--- src/rtl/gauss_weight_sampler.sv ---
// Samples one BNN weight per (mu, sigma) request: w = sat8(mu + ((sigma*eps) >>> SHIFT)), eps from a small FIFO.
// Define GWS_ROUND_EN to round the shifted product half up instead of flooring it.
module gauss_weight_sampler #(
  parameter int SHIFT   = 8,
  parameter int FIFO_AW = 2
) (
  input  logic               clock,
  input  logic               resetn,
  input  logic               flush,
  input  logic signed [15:0] eps_in,
  input  logic               eps_valid,
  output logic               eps_ovf,
  input  logic               ivalid,
  output logic               oready,
  input  logic signed [7:0]  mu,
  input  logic [7:0]         sigma,
  output logic               ovalid,
  input  logic               iready,
  output logic signed [7:0]  w_out,
  output logic [15:0]        sat_cnt
);

  localparam int DEPTH = 1 << FIFO_AW;
  localparam logic [FIFO_AW:0] DEPTH_C = (FIFO_AW+1)'(DEPTH);

  logic signed [15:0] mem [DEPTH];
  logic [FIFO_AW-1:0] wr_ptr, rd_ptr;
  logic [FIFO_AW:0]   count;
  logic               empty, full, stall, accept, push, drop;
  logic signed [15:0] eps_head;

  assign empty    = (count == '0);
  assign full     = (count == DEPTH_C);
  assign stall    = ovalid & ~iready;
  assign oready   = ~stall & ~empty & ~flush;
  assign accept   = ivalid & oready;
  // A full FIFO can still take a sample when the same cycle pops one.
  assign push     = eps_valid & (~full | accept);
  assign drop     = eps_valid & full & ~accept;
  assign eps_head = mem[rd_ptr];

  always_ff @(posedge clock) begin
    if (push && !flush) mem[wr_ptr] <= eps_in;
  end

  always_ff @(posedge clock or negedge resetn) begin
    if (!resetn) begin
      wr_ptr  <= '0;
      rd_ptr  <= '0;
      count   <= '0;
      eps_ovf <= 1'b0;
    end else if (flush) begin
      wr_ptr  <= '0;
      rd_ptr  <= '0;
      count   <= '0;
      eps_ovf <= 1'b0;
    end else begin
      if (push)   wr_ptr <= wr_ptr + FIFO_AW'(1);
      if (accept) rd_ptr <= rd_ptr + FIFO_AW'(1);
      case ({push, accept})
        2'b10:   count <= count + (FIFO_AW+1)'(1);
        2'b01:   count <= count - (FIFO_AW+1)'(1);
        default: count <= count;
      endcase
      if (drop) eps_ovf <= 1'b1;
    end
  end

  // Stage 1: sigma is unsigned, so it is zero-extended before the signed multiply.
  logic signed [24:0] sig_ext, eps_ext, prod_c, prod_r;
  logic signed [7:0]  mu_r;
  logic               s1_valid;

  assign sig_ext = {17'd0, sigma};
  assign eps_ext = {{9{eps_head[15]}}, eps_head};
  assign prod_c  = sig_ext * eps_ext;

  always_ff @(posedge clock or negedge resetn) begin
    if (!resetn) begin
      s1_valid <= 1'b0;
      prod_r   <= '0;
      mu_r     <= '0;
    end else if (flush) begin
      s1_valid <= 1'b0;
    end else if (!stall) begin
      s1_valid <= accept;
      if (accept) begin
        prod_r <= prod_c;
        mu_r   <= mu;
      end
    end
  end

  // Stage 2: shift, add mean and clamp to the fix8 range.
  logic signed [25:0] prod_ext, sh, sum;
  logic               sat_hi, sat_lo;
  logic signed [7:0]  w_c;

  assign prod_ext = {prod_r[24], prod_r};
`ifdef GWS_ROUND_EN
  localparam logic signed [25:0] RND = 26'sd1 <<< (SHIFT-1);
  assign sh = (prod_ext + RND) >>> SHIFT;
`else
  assign sh = prod_ext >>> SHIFT;
`endif
  assign sum    = {{18{mu_r[7]}}, mu_r} + sh;
  assign sat_hi = (sum > 26'sd127);
  assign sat_lo = (sum < -26'sd128);
  assign w_c    = sat_hi ? 8'h7F : (sat_lo ? 8'h80 : sum[7:0]);

  always_ff @(posedge clock or negedge resetn) begin
    if (!resetn) begin
      ovalid  <= 1'b0;
      w_out   <= '0;
      sat_cnt <= '0;
    end else if (flush) begin
      ovalid  <= 1'b0;
      w_out   <= '0;
      sat_cnt <= '0;
    end else if (!stall) begin
      ovalid <= s1_valid;
      w_out  <= w_c;
      if (s1_valid && (sat_hi || sat_lo) && (sat_cnt != 16'hFFFF))
        sat_cnt <= sat_cnt + 16'd1;
    end
  end

endmodule
--- config.mk ---
export PLATFORM = sky130hd
export DESIGN_NAME = gauss_weight_sampler
export DESIGN_NICKNAME = d
export VERILOG_FILES = /design/src/rtl/gauss_weight_sampler.sv
export SDC_FILE = /design/constraint.sdc
export NUM_CORES = 1
export LEC_CHECK = 0
export CAP_MARGIN = 20
export CELL_PAD_IN_SITES_DETAIL_PLACEMENT = 0
export CELL_PAD_IN_SITES_GLOBAL_PLACEMENT = 1
export CORE_AREA = 2 2 155 157
export CTS_BUF_LIST = sky130_fd_sc_hd__clkbuf_4
export CTS_CLUSTER_SIZE = 40
export DETAILED_ROUTE_END_ITERATION = 8
export DIE_AREA = 0 0 157 159
export PLACE_DENSITY = 0.72
export SLEW_MARGIN = 0
export SYNTH_ARGS = -nofsm -noshare
export SYNTH_HDL_FRONTEND = slang
export SYNTH_SLANG_ARGS = --single-unit
export TNS_END_PERCENT = 100
--- constraint.sdc ---
create_clock -name clock -period 7.15 [get_ports clock]
set_input_delay 1.43 -clock clock [delete_from_list [all_inputs] [get_ports clock]]
set_output_delay 1.43 -clock clock [all_outputs]
set_load 0.05 [all_outputs]
==> metrics.txt, run 1 <==
area delta synth->final=12.6%; Post-synth EDFFs=64; post-cts sizing count=0; antenna violations before repair=1; Hold WC Path Type=reg -> reg; Residual DRC=0; RSZ-0062 raised after global routing=no; fmax=0.158 GHz; antenna-violating nets left=0; VDD IR-drop max=0.000271 V; routability cong.=0.815; pin count of the biggest net entering global routing=60; sequential-to-total area share from yosys stat=32.8%; # nets final=1269; critical-path cell list=mux4_1 -> and2_1 -> fa_1 -> fa_1 -> fa_1 -> fa_1 -> ha_1 -> nand2_1 -> o21ai_0 -> o31ai_4 -> a21oi_2 -> o41ai_4 -> o21ba_1 -> o41ai_2 -> xnor2_1 -> mux2_2; CTS buffer count=17; setup TNS=0 ns; vias in the first global route=7258; Avg WL per Cell=16.2 um; Hold Crit Start=mu_r[0]$_DFFE_PN0P_; Placement Setup Slack=0.215 ns; multi-input logic area=6290 um2; Critical R2R Launch=rd_ptr[0]$_DFFE_PN0P_; startpoint types=flop; Buffers on Ports=64; Setup-failing EPs final=0; Syn. warnings=0; Post-Route Skew=0.0502 ns; HPWL after DPL=17.2 mm; core area=23200 um2; TritonCTS clock tree=yes; fin crit share=88.6%; Netlist Area Pre-Place=10300 um2; minimum clock period=6.34 ns; leak pwr=5.13 nW; clk slew on worst S/H paths=0.13 ns; setup bufs post-CTS=0; syn_nets=1201; Final Hold Fails=0; Design Power=5.33 mW; syn avg cell area=10.4 um2; Worst Path Arrival=6.77 ns; critical path class=reg -> reg; Finished Cell Area=11600 um2; FF+latch area=3400 um2; largest area contributor in the synthesized netlist=fa_1; slowest stage delay, CP=0.84 ns; max-cap viol count=0; Die H=159 um; status=finished clean; FF+latch count, synth=123; Hold Path Stages=2; crit path max-delay cell type=dfrtp_1; synthesized instance count=992; first-pass GRT wire length=37.5 mm; fill cell count=2189; post-layout util=50.2%; Synth top area share=19.9%; Synth async-reset ratio=48.0%; Setup WS post-layout=0.814 ns; root buffer cell=clkbuf_4; DIE AREA=25000 um2; TritonRoute pass-1 iters=5; CP Capture Type=flop; global route total overflow=0; I/O pins=65; DIE WIDTH=157 um; Clock H-tree levels=4; Synth Flop Type=edfxtp_1; First DRT Iteration DRCs=350; hold buffers post-CTS=0; DR vias=7020; Sink Count=123; Rel. slew slack=40.2%; share of layout cells above drive strength 1=7.55%; Least-Margin Pin Slew=0.894 ns; # rows=56; crit path max fanout=13; dpl cell area=11400 um2; crit path from=rd_ptr[0]$_DFFE_PN0P_; Pins Over Slew Limit=0; vias per cell=5.04; Clock Tree Buf Depth=2; worst-skew pair later-pin latency=0.57 ns; required time worst endpoint=7.58 ns; Initial Util=44.6%; top post-synthesis cells by area=fa_1 (20%), edfxtp_1 (19%), dfrtp_1 (14%); GRT Util Overall=19.2%; library cells used by synthesis=69; CP dominant cell by count=fa_1; Reg2Reg Depth=16; Power Density=458 nW/um2; Total Routed Length=22.6 mm
[layer usage]
metal	GRT usage, %	wire length, um	up-vias
met5	0	0	-
met4	4.25	224	0
met3	3.10	648	17
met2	29.2	10200	97
met1	29.1	11500	3444
li1	-	-	3462
[Yosys cell counts (3+ instances only)]
master and count:
nor2_1 32, or4_1 10, o31ai_1 9, nor2b_1 8, and3_1 3, dfrtp_1 59
nand4_1 8, nor4_1 3, buf_2 4, clkbuf_1 21, o21ai_1 4, a31oi_1 4
mux4_2 13, fa_1 103, a21o_1 11, o211ai_1 3, edfxtp_1 64, ha_1 68
and2_1 78, a21oi_1 39, or3_1 5, o21ai_0 39, mux2i_1 4, nand2_1 123
a211oi_1 10, inv_1 141, xnor2_1 27, o21bai_1 4, nand3_1 13, buf_1 4
xor2_1 10, mux2_2 5, nor3_1 11, nand2b_1 10
[worst max-delay path: cells and delay by family, from the launching register on]
family | cells | cell delay (ns)
DFF | 1 | 0.84
AOI/OAI and AO/OA | 6 | 1.46
adders and majority gates | 5 | 2.41
muxes | 2 | 1.11
and+or+nand+nor | 2 | 0.32
xor gates and xnor gates | 1 | 0.12
[flip-flops by register name (all words and copies together) (netlist names)]
register	flops
prod_r	17
count	3
sat_cnt	16
w_out	8
eps_ovf	1
wr_ptr	2
rd_ptr	2
mu_r	8
s1_valid	1
ovalid	1
mem	64
[per-stage QoR]
stage,hold slack [ns],instances
2_1_floorplan,0.450,992
3_3_place_gp,0.472,1359
3_5_place_dp,0.473,1359
4_1_cts,0.502,1391
5_1_grt,0.516,1393
6_report,0.498,1393
[layout make-up]
cell class | instances | share of cell area (%)
Multi-Input combinational cell | 697 | 54.0
Sequential cell | 123 | 29.2
Timing Repair Buffer | 80 | 6.47
Inverter | 141 | 4.54
Tap cell | 319 | 3.43
Clock inverter | 15 | 1.31
Clock buffer | 17 | 1.10
Antenna cell | 1 | 0.0215
[power by group]
| group | switching, mW | internal [mW] | leakage, nW | total, mW |
|---|---|---|---|---|
| combinational | 2.26 | 1.61 | 3.63 | 3.88 |
| clock | 0.326 | 0.184 | 0.142 | 0.510 |
| sequential | 0.0868 | 0.859 | 1.35 | 0.946 |
| total | 2.68 | 2.65 | 5.13 | 5.33 |
[cell families (layout without fill, tap and decap cells)]
kind of cell	count (synthesis)	count (layout)	synth area share [%]
fa+ha+maj	171	171	28.2
xor+xnor	37	37	3.13
flops	123	123	32.8
compound gates	145	145	9.42
buf+inv	172	253	6.40
simple gates	320	320	15.8
mux	24	24	4.27
other cells	0	1	0
[worst paths after layout]
path / end / slack, ns
max: prod_r[24]$_DFFE_PN0P_ / 0.81
min: mu_r[0]$_DFFE_PN0P_ / 0.50
max reg2reg: prod_r[24]$_DFFE_PN0P_ / 0.81
min reg2reg: mu_r[0]$_DFFE_PN0P_ / 0.50
max in group asynchronous: count[0]$_DFFE_PN0P_ / 5.54
min in group asynchronous: prod_r[14]$_DFFE_PN0P_ / 1.00
[layout by cell type (no fill, tap or decap), types with 4 or more instances in the layout]
master,instances
nor2b_1,8
nand2_1,123
nor3_1,11
edfxtp_1,64
buf_4,15
a21o_1,11
xnor2_1,27
clkbuf_4,17
nand3_1,13
a31oi_1,4
or4_1,10
ha_1,68
a211oi_1,10
o21ai_0,39
and2_1,78
o31ai_1,9
a21oi_1,39
o21ai_1,4
fa_1,103
inv_1,141
nor2_1,32
inv_6,5
xor2_1,10
or3_1,5
dfrtp_1,59
o21bai_1,4
mux2i_1,4
clkdlybuf4s50_1,63
mux4_2,13
nand2b_1,10
nand4_1,8
mux2_2,5
Power figures use the tool's default switching activity.
==> run 2: changes to the inputs <==
--- a/config.mk
+++ b/config.mk
@@ -10,6 +10,7 @@
 export CELL_PAD_IN_SITES_GLOBAL_PLACEMENT = 1
 export CORE_AREA = 2 2 155 157
 export CTS_BUF_LIST = sky130_fd_sc_hd__clkbuf_4
+export CTS_CLUSTER_DIAMETER = 100
 export CTS_CLUSTER_SIZE = 40
 export DETAILED_ROUTE_END_ITERATION = 8
 export DIE_AREA = 0 0 157 159
==> results of run 2 <==
Final layout, timing and power as in run 1 (identical DEF).
